## config.mk

```make
export PLATFORM = sky130hd
export DESIGN_NAME = yuv422_to_444
export DESIGN_NICKNAME = d
export VERILOG_FILES = /design/src/rtl/yuv422_to_444_pkg.sv /design/src/rtl/yuv422_to_444_sync_delay.sv /design/src/rtl/yuv422_to_444.sv
export SDC_FILE = /design/constraint.sdc
export NUM_CORES = 1
export LEC_CHECK = 0
export CAP_MARGIN = 20
export CORE_ASPECT_RATIO = 0.6
export CORE_MARGIN = 10
export CORE_UTILIZATION = 49
export DETAILED_ROUTE_END_ITERATION = 8
export HOLD_SLACK_MARGIN = 0.05
export MAX_ROUTING_LAYER = met4
export PLACE_DENSITY_LB_ADDON = 0.3
export SLEW_MARGIN = 10
export SYNTH_ARGS = -nofsm -noshare
export SYNTH_HDL_FRONTEND = slang
export SYNTH_SLANG_ARGS = --single-unit
export TNS_END_PERCENT = 50
```

## constraint.sdc

```tcl
create_clock -name pclk -period 1.27 [get_ports pclk]
set_clock_uncertainty 0.2 [all_clocks]
set_input_delay 0.254 -clock pclk [delete_from_list [all_inputs] [get_ports pclk]]
set_output_delay 0.254 -clock pclk [all_outputs]
set_load 0.05 [all_outputs]
```

## src/rtl/yuv422_to_444_pkg.sv

```systemverilog
// Shared constants for the 4:2:2 to 4:4:4 chroma upsampler.
// Pixel phase encoding and neutral chroma helper.
package yuv422_to_444_pkg;

   localparam int LATENCY_422 = 2;

   typedef enum logic {
      EVEN = 1'b0,
      ODD  = 1'b1
   } phase_e;

   function automatic int unsigned neutral_chroma(input int unsigned bits);
      return 32'd1 << (bits - 1);
   endfunction

endpackage

```

## src/rtl/yuv422_to_444_sync_delay.sv

```systemverilog
// N-flop shift line for sync signals.
// Synchronous active-high reset.
module sync_delay #(
   parameter int N = 2
) (
   input  logic pclk,
   input  logic rst,
   input  logic din,
   output logic dout
);

   logic [N-1:0] sr;

   always_ff @(posedge pclk) begin
      if (rst) begin
         sr <= '0;
      end else begin
         sr[0] <= din;
         for (int i = 1; i < N; i++) begin
            sr[i] <= sr[i-1];
         end
      end
   end

   assign dout = sr[N-1];

endmodule

```

## src/rtl/yuv422_to_444.sv

```systemverilog
// YUV 4:2:2 to 4:4:4 upsampler by chroma replication.
// Two-cycle pipeline in 4:2:2 mode, combinational bypass otherwise.
module yuv422_to_444
   import yuv422_to_444_pkg::*;
#(
   parameter int BITS   = 8,
   parameter int WIDTH  = 1280,
   parameter int HEIGHT = 960
) (
   input  logic            pclk,
   input  logic            rst,
   input  logic            YUV422TO444,
   input  logic            in_href,
   input  logic            in_vsync,
   input  logic [BITS-1:0] in_y,
   input  logic [BITS-1:0] in_c,
   input  logic [BITS-1:0] in_v,
   output logic            out_href,
   output logic            out_vsync,
   output logic [BITS-1:0] out_y,
   output logic [BITS-1:0] out_u,
   output logic [BITS-1:0] out_v
);

   localparam logic [BITS-1:0] NEUTRAL = BITS'(neutral_chroma(BITS));

   if (WIDTH < 1 || HEIGHT < 1) begin : g_bad_geom
      $error("yuv422_to_444: WIDTH and HEIGHT must be positive");
   end

   logic            discard_q;
   logic            href_ok;
   phase_e          ph_q;
   logic            s1_href;
   phase_e          s1_ph;
   logic [BITS-1:0] s1_y;
   logic [BITS-1:0] s1_c;
   logic [BITS-1:0] u_hold;
   logic [BITS-1:0] last_v;
   logic [BITS-1:0] o_y;
   logic [BITS-1:0] o_u;
   logic [BITS-1:0] o_v;
   logic            href_d;
   logic            vsync_d;

   // A line cut by reset stays suppressed until href drops.
   assign href_ok = in_href & ~discard_q;

   always_ff @(posedge pclk) begin
      if (rst) begin
         discard_q <= 1'b1;
         ph_q      <= EVEN;
         s1_href   <= 1'b0;
         s1_ph     <= EVEN;
         s1_y      <= '0;
         s1_c      <= '0;
         u_hold    <= '0;
         last_v    <= NEUTRAL;
         o_y       <= '0;
         o_u       <= '0;
         o_v       <= '0;
      end else begin
         if (!in_href) discard_q <= 1'b0;
         ph_q    <= href_ok ? ((ph_q == EVEN) ? ODD : EVEN) : EVEN;
         s1_href <= href_ok;
         s1_ph   <= ph_q;
         s1_y    <= in_y;
         s1_c    <= in_c;
         if (!href_ok) begin
            last_v <= NEUTRAL;
         end else if (ph_q == ODD) begin
            last_v <= in_c;
         end
         unique case (1'b1)
            !s1_href: begin
               o_y <= '0;
               o_u <= '0;
               o_v <= '0;
            end
            s1_href && (s1_ph == EVEN): begin
               o_y    <= s1_y;
               o_u    <= s1_c;
               o_v    <= href_ok ? in_c : last_v;
               u_hold <= s1_c;
            end
            s1_href && (s1_ph == ODD): begin
               o_y <= s1_y;
               o_u <= u_hold;
               o_v <= s1_c;
            end
            default: begin
               o_y <= '0;
               o_u <= '0;
               o_v <= '0;
            end
         endcase
      end
   end

   sync_delay #(.N(LATENCY_422)) u_href_dly (
      .pclk (pclk),
      .rst  (rst),
      .din  (href_ok),
      .dout (href_d)
   );

   sync_delay #(.N(LATENCY_422)) u_vsync_dly (
      .pclk (pclk),
      .rst  (rst),
      .din  (in_vsync),
      .dout (vsync_d)
   );

   always_comb begin
      out_href  = href_d;
      out_vsync = vsync_d;
      out_y     = o_y;
      out_u     = o_u;
      out_v     = o_v;
      if (!YUV422TO444) begin
         out_href  = in_href;
         out_vsync = in_vsync;
         out_y     = in_href ? in_y : '0;
         out_u     = in_href ? in_c : '0;
         out_v     = in_href ? in_v : '0;
      end
   end

endmodule

```

[Word level (Yosys, flattened, before mapping)]
Index checks and enable logic that the tools add are counted.
Cells by class
  reduce and logical (&&, ||, !) cells: 5
  bitwise operators: 5
  mux-type cells: 12
Operator list (count)
  two-way mux 8 bit: 7
  case mux 8 bit (2 select lines): 2
  OR reduction 2 bit: 3
  inverter 1 bit: 4
  two-way mux 1 bit: 3
  logical AND 1 bit: 2
  bitwise AND 1 bit: 1
Word-level totals
  output and inout bits: 26
  bits in registers: 64
  word-level logic and storage cells: 35
  input port bits: 29

[Logic depth before layout (Yosys ltp)]
Gate-level depths: netlist of the first run.
  depth after elaboration: 5
  depth in mapped cells: 6
  gate-level depth less buffers: 4

[Cells and area by module]
A second synthesis of the first run with hierarchy kept.
Second synthesis, totals
  cell total of the unflattened synthesis: 240
  area total of the unflattened synthesis: 2378.5 µm²
By module, submodules not included
  yuv422_to_444: area an instance 2273.4 µm², times used 1, cells each 232
  sync_delay: area an instance 52.6 µm², times used 2, cells each 4

[Worst setup path after synthesis of the first run]
No wires, ideal clock.
  path kind: input to output
  from: input port YUV422TO444
  to: output port out_u[0]
  data arrival time: 1328 ps
  setup slack: -512 ps
  required time: 816 ps
  cell stages on the path: 3
  path buffers: 2
  cell sequence: buf_4 > clkbuf_1 > o21ai_1
Between the ends
  longest elaborated chain between the ends: 1
Ends and longest elaborated chain
  start: declaration: line yuv422_to_444.sv:12  | input logic YUV422TO444,
  two-way mux 8 bit: line yuv422_to_444.sv:120  | if (!YUV422TO444) begin
  end: declaration: line yuv422_to_444.sv:21  | output logic [BITS-1:0] out_u,
No other way between the ends.

[Worst setup path in the final report of the first run]
  from: register o_y[1]
  to: output port out_y[1]
Between the ends
  longest elaborated chain between the ends: 1
Ends and longest elaborated chain
  start: declaration: line yuv422_to_444.sv:40  | logic [BITS-1:0] o_y;
  start signal: assignment: line yuv422_to_444.sv:81  | o_y <= s1_y;
  start signal: assignment: line yuv422_to_444.sv:87  | o_y <= s1_y;
  two-way mux 8 bit: line yuv422_to_444.sv:120
  end: declaration: line yuv422_to_444.sv:20  | output logic [BITS-1:0] out_y,
No other way between the ends.

==> metrics.md, run 1 <==
| Metric | Value |
|---|---|
| Status | finished, violations left |
| Failing checks | negative setup slack |
| Core Util, Final | 85.62% |
| FP Rows | 19 |
| Routed vias/inst | 5.092 |
| Comb power frac | 16.3% |
| Register area | 0.001295 mm^2 |
| Port bufs | 54 |
| Net Sw Frac | 24.34% |
| M1 GR Usage | 21.50% |
| CP Data Arrival Time | 1.06 ns |
| Initial antenna violation count | 0 |
| HP Class | in2reg |
| Worst-path clk slew | 0.07 ns |
| Clk network pwr share | 39.8% |
| Count of state elements after synthesis | 63 |
| Share of cells above drive strength 1 | 51.74% |
| Setup-failing EPs final | 29 |
| Final ANT Viol Nets | 0 |
| Area grow syn2layout | 63.75% |
| Fmax | 0.6616 GHz |
| Starting Density | 52.29% |
| Slew margin rel. | 78.76% |
| Clock Sink Count | 63 |
| PwrDens | 1162 mW/mm^2 |
| Core outline area | 0.004707 mm^2 |
| 1st-iter DRT viols | 86 |
| CP max FO | 1 |
| GRT overflow | 0 |
| Die ar. | 0.008350 mm^2 |
| Synth Instances | 239 |
| Clock latency at the later pin of the worst-skew pair | 0.33 ns |
| Clk root buf | clkbuf_8 |
| DRT Wirelength | 6.945 mm |
| Worst IR Drop VDD | 794.5 uV |
| Multi-input gate area | 0.001379 mm^2 |
| Synth Cell Area | 0.002461 mm^2 |
| Max-slew violations | 0 |
| Fin cells | 380 |
| Met3 Usage GRT | 6.111% |
| Register area share after synthesis | 51.25% |
| Synth Warn # | 0 |
| Setup CP Type | reg2out |
| DRC viols | 0 |
| Total power | 0.004684 W |
| CTS Buffer Depth | 2 |
| Worst slew pin tran | 0.3186 ns |
| Placer Congestion | 0.8009 |
| RSZ-0062 raised after global routing | yes |
| Synthesized area per cell | 10.30 um^2 |
| Setup TNS | -5.144 ns |
| DP Cell Count | 364 |
| Largest net degree at the start of global routing | 21 |
| IO Count | 55 |
| Vias in the first global route | 1961 |
| Leak Pwr | 1.593 nW |
| Worst path required time | 0.82 ns |
| GRT busiest layer | met2 |
| TritonCTS clock tree | built |
| Endpoint class of the critical path | primary output |
| NumNets Final | 342 |
| Final period utilization | 119.0% |
| Ant diodes | 0 |
| Total track usage | 16.95% |
| Fill cells | 247 |
| Post-CTS Hold Buffers | 0 |
| First-pass GRT wire length | 10.75 mm |
| Flop pwr share | 43.8% |
| WL per Instance | 18.28 um |
| Internal Power | 0.003544 W |
| Max Cap Viol | 0 |
| Vias | 1935 |
| Fin worst setup slack | -0.2416 ns |
| Chip height | 74.90 um |
| Startpoint Class | flop |
| Fin crit period | 1.512 ns |
| DPL Wire Length | 4.910 mm |
| Pre-Repair DR Iteration Count | 4 |
| Sw power | 0.001140 W |
| Final Hold Fails | 0 |
| Yosys cell types | 27 |
| Post-synth net total | 268 |
| H-tree depth | 3 |
| Num CTS Buffers | 9 |
| Die Wd | 111.5 um |
| Met2 usage | 25.18% |
| Post-CTS setup buffers | 0 |
-- worst paths after layout --
check,from,end,slack (ns),cells past startpoint
worst max-delay path,o_y[1]$_SDFF_PP0_,out_y[1],-0.24,2
worst min-delay path,in_href,discard_q$_SDFFE_PP1N_,0.08,3
worst max register to register,discard_q$_SDFFE_PP1N_,o_v[1]$_SDFF_PP0_,-0.08,4
worst min register to register,s1_y[2]$_SDFF_PP0_,o_y[2]$_SDFF_PP0_,0.23,1
-- metal layers --
| metal | routed length, um | share of wire (%) | vias to the layer above |
|---|---|---|---|
| li1 | - | - | 952 |
| met3 | 407 | 5.9 | 4 |
| met1 | 3302 | 48 | 921 |
| met5 | 0 | 0 | - |
| met2 | 3201 | 46 | 58 |
| met4 | 34 | 0.49 | 0 |
-- registers in the layout, indices dropped and copies added (netlist names), 2 cells and up --
name,cells
s1_c,8
s1_y,8
o_u,8
u_hold,8
last_v,8
u_vsync_dly.sr,2
u_href_dly.sr,2
o_v,8
o_y,8
-- cells in the mapped netlist --
cell       number  share of area [%]
dfxtp_1        63                 51
nand2_1        34                5.2
mux2i_1        24                9.8
nor2b_1        19                4.8
a22o_1         15                5.3
o21ai_1        10                2.0
a21oi_1         9                1.8
and2_1          8                2.0
nor2_1          8                1.2
nor2_4          7                3.2
buf_6           6                2.7
o2bb2ai_1       6                2.1
clkbuf_1        5               0.76
buf_2           4               0.81
nor2b_2         3                1.1
a21o_1          2               0.61
buf_4           2               0.61
inv_2           2               0.31
nand2b_1        2               0.51
nand2b_4        2                1.1
nor2_2          2               0.51
a21oi_2         1               0.36
buf_8           1               0.61
inv_4           1               0.25
mux2_1          1               0.46
nand2_2         1               0.25
o21ai_0         1               0.20
-- cell type report --
type	instances	area share (%)
inverter	3	0.4036
clock buffer	11	3.508
tap	63	1.956
multi-input combinational	155	34.21
clock inverter	4	1.739
sequential	63	32.13
timing repair buffer	81	26.05
-- worst max-delay path: stages (launching register included) --
cell and delay [ns]:
dfxtp_2 0.33, a22o_4 0.25, buf_12 0.14
-- power groups by stage --
stage	Clock [W]	Combinational [W]	Sequential, W
floorplan	0	0.000390	0.00208
global placement	0	0.000723	0.00209
detailed placement	0	0.000735	0.00209
CTS	0.00188	0.000754	0.00205
global route	0.00198	0.000800	0.00206
finish	0.00187	0.000764	0.00205
-- kinds of logic (layout without fill, tap and decap cells) --
kind of cell	count (synthesis)	count (layout)	synth area share, %
and+or+nand+nor	86	86	19.93
muxes	25	25	10.22
AOI/OAI and AO/OA	44	44	12.51
DFF	63	63	51.25
buffers and inverters	21	99	6.100
-- cells in the final DEF, fill, tap and decap left out, types with 3 or more instances in the layout --
master,Yosys,layout
dfxtp_1,63,36
buf_12,0,28
dfxtp_2,0,27
mux2i_1,24,21
buf_4,2,20
nand2_1,34,19
nor2b_1,19,19
dlygate4sd2_1,0,18
nand2_2,1,16
a22o_4,0,15
clkbuf_8,0,10
o21ai_4,0,9
a21oi_1,9,9
nor2_4,7,8
and2_1,8,8
nor2_1,8,8
o2bb2ai_1,6,5
buf_6,6,5
clkdlybuf4s50_1,0,4
nor2b_4,0,3
nand2b_4,2,3
mux2i_2,0,3
-- what timing repair did --
action,in CTS,in global routing
endpoints found under the setup margin,44,45
pin swaps,20,4
gates cloned,1,0
gates resized for setup,85,15
-- metrics by stage --
step                hold WS, ns  worst slack [ns]  cell area (um^2)
finish                  0.07518           -0.2416              4030
global route            0.06918           -0.2689              4030
CTS                     0.06201           -0.2598              3979
detailed placement       0.2203           -0.6503              3635
global placement         0.2085           -0.6136              3635
floorplan                0.1822           -0.1154              2700
No activity file was read; power rests on OpenSTA's default activity.
==> inputs of run 2 (changes only) <==
Settings changed: CORE_UTILIZATION 49 to 53.
Clock period 1.27 ns to 1.89 ns, I/O delays scaled along.
==> run 2 against run 1 <==
Effect of this change:
- the run now ends clean
- hold slack improved by 0.10 ns
- design area down 7.7%
- largest cell class is now flip-flops and latches
- via count decreased by 2.7%
- critical path depth grew 2
- core utilization is 3.3 points lower
- count of clock-buffer cells in the layout is 1 lower
==> metrics.md, run 2 (same netlist as run 1, synthesis figures left out) <==
| Metric | Value |
|---|---|
| Max-slew violations | 0 (unchanged) |
| Endpoint class of the critical path | primary output (unchanged) |
| Crit-path max cell delay | 0.50 ns (was 0.33 ns) |
| Hold Path Depth | 2 (was 3) |
| Clock Sink Count | 63 (unchanged) |
| Total power | 0.002981 W (was 0.004684 W) |
| IO Count | 55 (unchanged) |
| GRT overflow | 0 (unchanged) |
| Leak Pwr | 1.451 nW (was 1.593 nW) |
| Slew margin rel. | 60.19% (was 78.76%) |
| Worst hold path startpoint | in_c[4] (was in_href) |
| Ant diodes | 0 (unchanged) |
| Final ANT Viol Nets | 0 (unchanged) |
| Post-CTS Hold Buffers | 0 (unchanged) |
| Reg2reg setup slack | 0.39 ns (was -0.08 ns) |
| Critical Path Start | in_c[2] (was o_y[1]$_SDFF_PP0_) |
| Starting Density | 54.49% (was 52.29%) |
| Die Wd | 108.0 um (was 111.5 um) |
| Worst slew pin tran | 0.5964 ns (was 0.3186 ns) |
| Most frequent cells in the layout | dfxtp_1, nand2_1, buf_12 (was dfxtp_1, buf_12, dfxtp_2) |
| WL per Instance | 16.53 um (was 18.28 um) |
| Initial antenna violation count | 0 (unchanged) |
| Area grow syn2layout | 51.09% (was 63.75%) |
| 1st-iter DRT viols | 81 (was 86) |
| RSZ-0062 raised after global routing | yes (unchanged) |
| Die ar. | 0.007859 mm^2 (was 0.008350 mm^2) |
| Pre-Repair DR Iteration Count | 4 (unchanged) |
| Max Cap Viol | 0 (unchanged) |
| Setup-failing EPs final | 0 (was 29) |
| Worst-path clk slew | 0.06 ns (was 0.07 ns) |
| Final period utilization | 99.10% |
| Hold path endpoint | s1_c[4]$_SDFF_PP0_ (was discard_q$_SDFFE_PP1N_) |
| Cell Chain, Critical Path | clkdlybuf4s50_1 -> nand2_1 -> o21ai_2 -> buf_12 (was a22o_4 -> buf_12) |
| PwrDens | 801.7 mW/mm^2 (was 1162 mW/mm^2) |
| First-pass GRT wire length | 10.03 mm (was 10.75 mm) |
| Port bufs | 54 (unchanged) |
| Core outline area | 0.004517 mm^2 (was 0.004707 mm^2) |
| Placer Congestion | 0.8395 (was 0.8009) |
| Share of cells above drive strength 1 | 32.05% (was 51.74%) |
| Largest net degree at the start of global routing | 22 (was 21) |
| Final Hold Fails | 0 (unchanged) |
| Vias | 1883 (was 1935) |
| FP Rows | 19 (unchanged) |
| Routed vias/inst | 5.021 (was 5.092) |
| Startpoint Class | input pin (was flop) |
| CP Data Arrival Time | 1.29 ns (was 1.06 ns) |
| Setup CP Type | in2out (was reg2out) |
| Status | finished, final reports clean (was finished, violations left) |
| Chip height | 72.79 um (was 74.90 um) |
| NumNets Final | 336 (was 342) |
| CTS Buffer Depth | 2 (unchanged) |
| Worst R2R Start | s1_ph$_SDFF_PP0_ (was discard_q$_SDFFE_PP1N_) |
| Num CTS Buffers | 9 (unchanged) |
| Vias in the first global route | 1962 (was 1961) |
| Fmax | 0.5339 GHz |
| Most common cell after layout, fill and taps aside | dfxtp_1 (unchanged) |
| TritonCTS clock tree | built (unchanged) |
| DPL Wire Length | 4.379 mm (was 4.910 mm) |
| Fill cells | 241 (was 247) |
| DRT Wirelength | 6.199 mm (was 6.945 mm) |
| Core Util, Final | 82.33% (was 85.62%) |
| CP max stage cell | clkdlybuf4s50_1 (was dfxtp_2) |
| Total track usage | 17.07% (was 16.95%) |
| DRC viols | 0 (unchanged) |
| Worst path required time | 1.31 ns (was 0.82 ns) |
| Fin crit period | 1.873 ns |
| Worst R2R Path Depth | 3 (was 4) |
| HP Class | in2reg (unchanged) |
| CP max FO | 2 (was 1) |
| Clock latency at the later pin of the worst-skew pair | 0.33 ns (about the same) |
| Reg-to-Reg End | o_v[7]$_SDFF_PP0_ (was o_v[1]$_SDFF_PP0_) |
| H-tree depth | 3 (unchanged) |
| Worst IR Drop VDD | 704.8 uV (was 794.5 uV) |
| Clk root buf | clkbuf_8 (unchanged) |
[run 2: layout make-up]
class                           count  area, um^2  area share, %
Clock buffer                       10       137.6          3.701
Clock inverter                      6       60.06          1.615
Inverter                            3       13.76         0.3701
Multi-Input combinational cell    155        1145          30.79
Sequential cell                    63        1261          33.92
Tap cell                           63       78.83          2.120
Timing Repair Buffer               75        1022          27.49
[run 2: worst max-delay path: cells and delay by family]
kind,cells,cell delay [ns]
compound gates,1,0.17
buf+inv,2,0.66
simple gates,1,0.08
[run 2: metrics by stage]
stage	instances	setup slack [ns]	cell area (um^2)	hold WS (ns)	TNS [ns]
finish	375	0.01706	3719	0.1778	0
global route	375	-0.02567	3719	0.1825	-0.02804
CTS	375	-0.02071	3696	0.2275	-0.02071
detailed placement	356	-0.2747	3364	0.2122	-8.971
global placement	356	-0.2499	3364	0.2086	-7.735
floorplan	239	-0.1404	2461	0.2057	-1.264
[run 2: report_power, final]
part           total (W)  switching [W]  internal [W]
Clock            0.00113       0.000494      0.000636
Sequential       0.00138      0.0000192       0.00136
Combinational   0.000472       0.000230      0.000242
[run 2: how the worst max path moves through the flow]
stage                     endpoint  slack, ns  cells past startpoint
after detailed placement  out_u[4]      -0.27                      5
final                     out_u[2]       0.02                      4
after CTS                 out_u[4]      -0.02                      4
after floorplan           out_u[0]      -0.14                      3
after global routing      out_u[2]      -0.03                      4
after global placement    out_u[4]      -0.25                      5
[run 2: per-layer routing]
metal	track usage (%)	part of all wire, %	wire length [um]	up-vias
met4	5.605	1.6	98	0
met5	-	0	0	-
met3	7.496	6.7	417	10
met1	19.99	47	2908	865
li1	-	-	-	942
met2	25.73	45	2774	66
[run 2: timing repair]
| item | in CTS | in global routing |
|---|---|---|
| setup buffers | 2 | 0 |
| setup endpoints to repair | 26 | 23 |
| cloned | 1 | 0 |
| pin swaps | 3 | 1 |
| gates resized for setup | 23 | 8 |
==> inputs of run 3 (changes only) <==
Settings changed: SKIP_CTS_REPAIR_TIMING set to 1.
==> run 3 against run 2 <==
Effect of this change:
- largest power group unchanged
- clock power hardly changed
- count of clock-buffer cells in the layout did not move
- sequential power hardly changed
==> metrics.md, run 3 (same netlist as run 1, synthesis figures left out) <==
| Metric | Value |
|---|---|
| Status | finished, final reports clean (unchanged) |
| Setup TNS | 0 ns (unchanged) |
| Die Wd | 108.0 um (unchanged) |
| Most common cell after layout, fill and taps aside | dfxtp_1 (unchanged) |
| Ant diodes | 0 (unchanged) |
| Worst slew pin tran | 0.6107 ns (was 0.5964 ns) |
| 1st-iter DRT viols | 95 (was 81) |
| DRC viols | 0 (unchanged) |
| Reg2reg setup slack | 0.39 ns (about the same) |
| DRT Wirelength | 6.553 mm (was 6.199 mm) |
| Chip height | 72.79 um (unchanged) |
| Net Sw Frac | 25.30% (was 24.96%) |
| Fill cells | 232 (was 241) |
| Met3 wire length | 489 um (was 417 um) |
| Delay-heaviest family, CP | buffers and inverters (unchanged) |
| Register area | 0.001261 mm^2 (unchanged) |
| Largest net degree at the start of global routing | 22 (unchanged) |
| Worst path required time | 1.31 ns (about the same) |
| Setup-failing EPs final | 0 (unchanged) |
| CTS Buffer Depth | 2 (unchanged) |
| Worst hold path startpoint | in_y[6] (was in_c[4]) |
| Share of cells above drive strength 1 | 32.58% (was 32.05%) |
| Max Cap Viol | 0 (unchanged) |
| Endpoint class of the critical path | primary output (unchanged) |
| CP dominant cell by count | buf_12 |
| Clock latency at the later pin of the worst-skew pair | 0.34 ns (was 0.33 ns) |
| HP Class | in2reg (unchanged) |
| DPL Wire Length | 4.379 mm (unchanged) |
| Clock Sink Count | 63 (unchanged) |
| Fin crit period | 1.862 ns (was 1.873 ns) |
| TritonCTS clock tree | built (unchanged) |
| Flop pwr share | 46.1% (was 46.2%) |
| DP Cell Count | 356 (unchanged) |
| GRT overflow | 0 (unchanged) |
| Total track usage | 16.33% (was 17.07%) |
| FP Rows | 19 (unchanged) |
| Reg-to-Reg End | o_v[3]$_SDFF_PP0_ (was o_v[7]$_SDFF_PP0_) |
| Pre-Repair DR Iteration Count | 4 (unchanged) |
| Placer Congestion | 0.8395 (unchanged) |
| Hold path endpoint | s1_y[6]$_SDFF_PP0_ (was s1_c[4]$_SDFF_PP0_) |
| Initial antenna violation count | 0 (unchanged) |
| Worst R2R Start | s1_ph$_SDFF_PP0_ (unchanged) |
| Worst IR Drop VDD | 709.6 uV (was 704.8 uV) |
| First-pass GRT wire length | 9.563 mm (was 10.03 mm) |
| Core outline area | 0.004517 mm^2 (unchanged) |
| Cell Chain, Critical Path | dlymetal6s2s_1 -> buf_4 -> buf_12 -> a22o_4 -> buf_12 (was clkdlybuf4s50_1 -> nand2_1 -> o21ai_2 -> buf_12) |
| CP max FO | 13 (was 2) |
| Final Hold Fails | 0 (unchanged) |
| Setup CP Type | in2out (unchanged) |
| Total power | 0.002994 W (was 0.002981 W) |
| Die ar. | 0.007859 mm^2 (unchanged) |
| Fin cells | 373 (was 375) |
| Num CTS Buffers | 9 (unchanged) |
| Clk root buf | clkbuf_8 (unchanged) |
| Internal Power | 0.002236 W (was 0.002237 W) |
| Final ANT Viol Nets | 0 (unchanged) |
| Fmax | 0.5371 GHz (was 0.5339 GHz) |
| Clk network pwr share | 38.0% (was 37.9%) |
| CP Data Arrival Time | 1.28 ns (was 1.29 ns) |
| Leak Pwr | 1.501 nW (was 1.451 nW) |
| Buf+Inv Stages, Crit Path | 4 (was 2) |
| Worst R2R Path Depth | 3 (unchanged) |
| PwrDens | 797.8 mW/mm^2 (was 801.7 mW/mm^2) |
| Vias | 1892 (was 1883) |
| Highest metal used | met4 (unchanged) |
| Slew margin rel. | 59.23% (was 60.19%) |
| Most frequent cells in the layout | dfxtp_1, nand2_1, buf_12 (unchanged) |
| Met1 WL | 2.959 mm (was 2.908 mm) |
| H-tree depth | 3 (unchanged) |
| Starting Density | 54.49% (unchanged) |
| Final period utilization | 98.52% (was 99.10%) |
| Worst-path clk slew | 0.07 ns (was 0.06 ns) |
| CP max stage cell | a22o_4 (was clkdlybuf4s50_1) |
| Multi-input gate area | 0.001189 mm^2 (was 0.001145 mm^2) |
| Hold Path Depth | 2 (unchanged) |
| Comb power frac | 15.9% (was 15.8%) |
| Area grow syn2layout | 52.47% (was 51.09%) |
| Vias in the first global route | 1915 (was 1962) |
| Max-slew violations | 0 (unchanged) |
| Sw power | 0.0007573 W (was 0.0007441 W) |
| Routed vias/inst | 5.072 (was 5.021) |
| Port bufs | 54 (unchanged) |
| NumNets Final | 334 (was 336) |
| WL per Instance | 17.57 um (was 16.53 um) |
| Met2 wire length | 3.058 mm (was 2.774 mm) |
| Crit-path max cell delay | 0.25 ns (was 0.50 ns) |
| Startpoint Class | input pin (unchanged) |
| IO Count | 55 (unchanged) |
[run 3: cell count changes in the layout (fill, tap and decap cells not counted), sizes merged]
cell and change:
clkdlybuf4s50 -2, clkbuf +1, dlymetal6s2s +4, buf -5
[run 3: per-stage QoR]
step	setup WS, ns	hold slack (ns)	util (%)	area (um^2)
4_1_cts	-0.2893	0.2275	78.86	3562
3_5_place_dp	-0.2747	0.2122	74.49	3364
2_1_floorplan	-0.1404	0.2057	-	2461
3_3_place_gp	-0.2499	0.2086	74.49	3364
5_1_grt	-0.001249	0.1480	83.07	3752
6_report	0.02799	0.1674	83.07	3752
[run 3: layout make-up]
| type | count | area share [%] |
|---|---|---|
| Sequential cell | 63 | 33.61 |
| Tap cell | 63 | 2.101 |
| Multi-Input combinational cell | 155 | 31.68 |
| Clock buffer | 10 | 3.668 |
| Timing Repair Buffer | 73 | 26.98 |
| Clock inverter | 6 | 1.601 |
| Inverter | 3 | 0.3668 |
[run 3: power by group through the flow]
stage	registers, W	clock network, W	logic (W)
floorplan	0.00140	0	0.000220
global placement	0.00141	0	0.000431
detailed placement	0.00141	0	0.000438
CTS	0.00138	0.00115	0.000440
global route	0.00138	0.00122	0.000499
finish	0.00138	0.00114	0.000476
[run 3: worst max path at each step]
stage | startpoint | to | slack, ns | depth (start not counted)
2_1_floorplan | YUV422TO444 | out_u[0] | -0.14 | 3
4_1_cts | YUV422TO444 | out_u[4] | -0.29 | 5
3_5_place_dp | YUV422TO444 | out_u[4] | -0.27 | 5
6_report | YUV422TO444 | out_v[7] | 0.03 | 5
5_1_grt | YUV422TO444 | out_v[1] | -0.001 | 5
3_3_place_gp | YUV422TO444 | out_u[4] | -0.25 | 5
[run 3: metal layers]
metal  vias up  GRT usage (%)
met3         5          7.319
met4         0          5.162
met2        61          24.27
met1       894          19.38
met5         -              -
li1        932              -
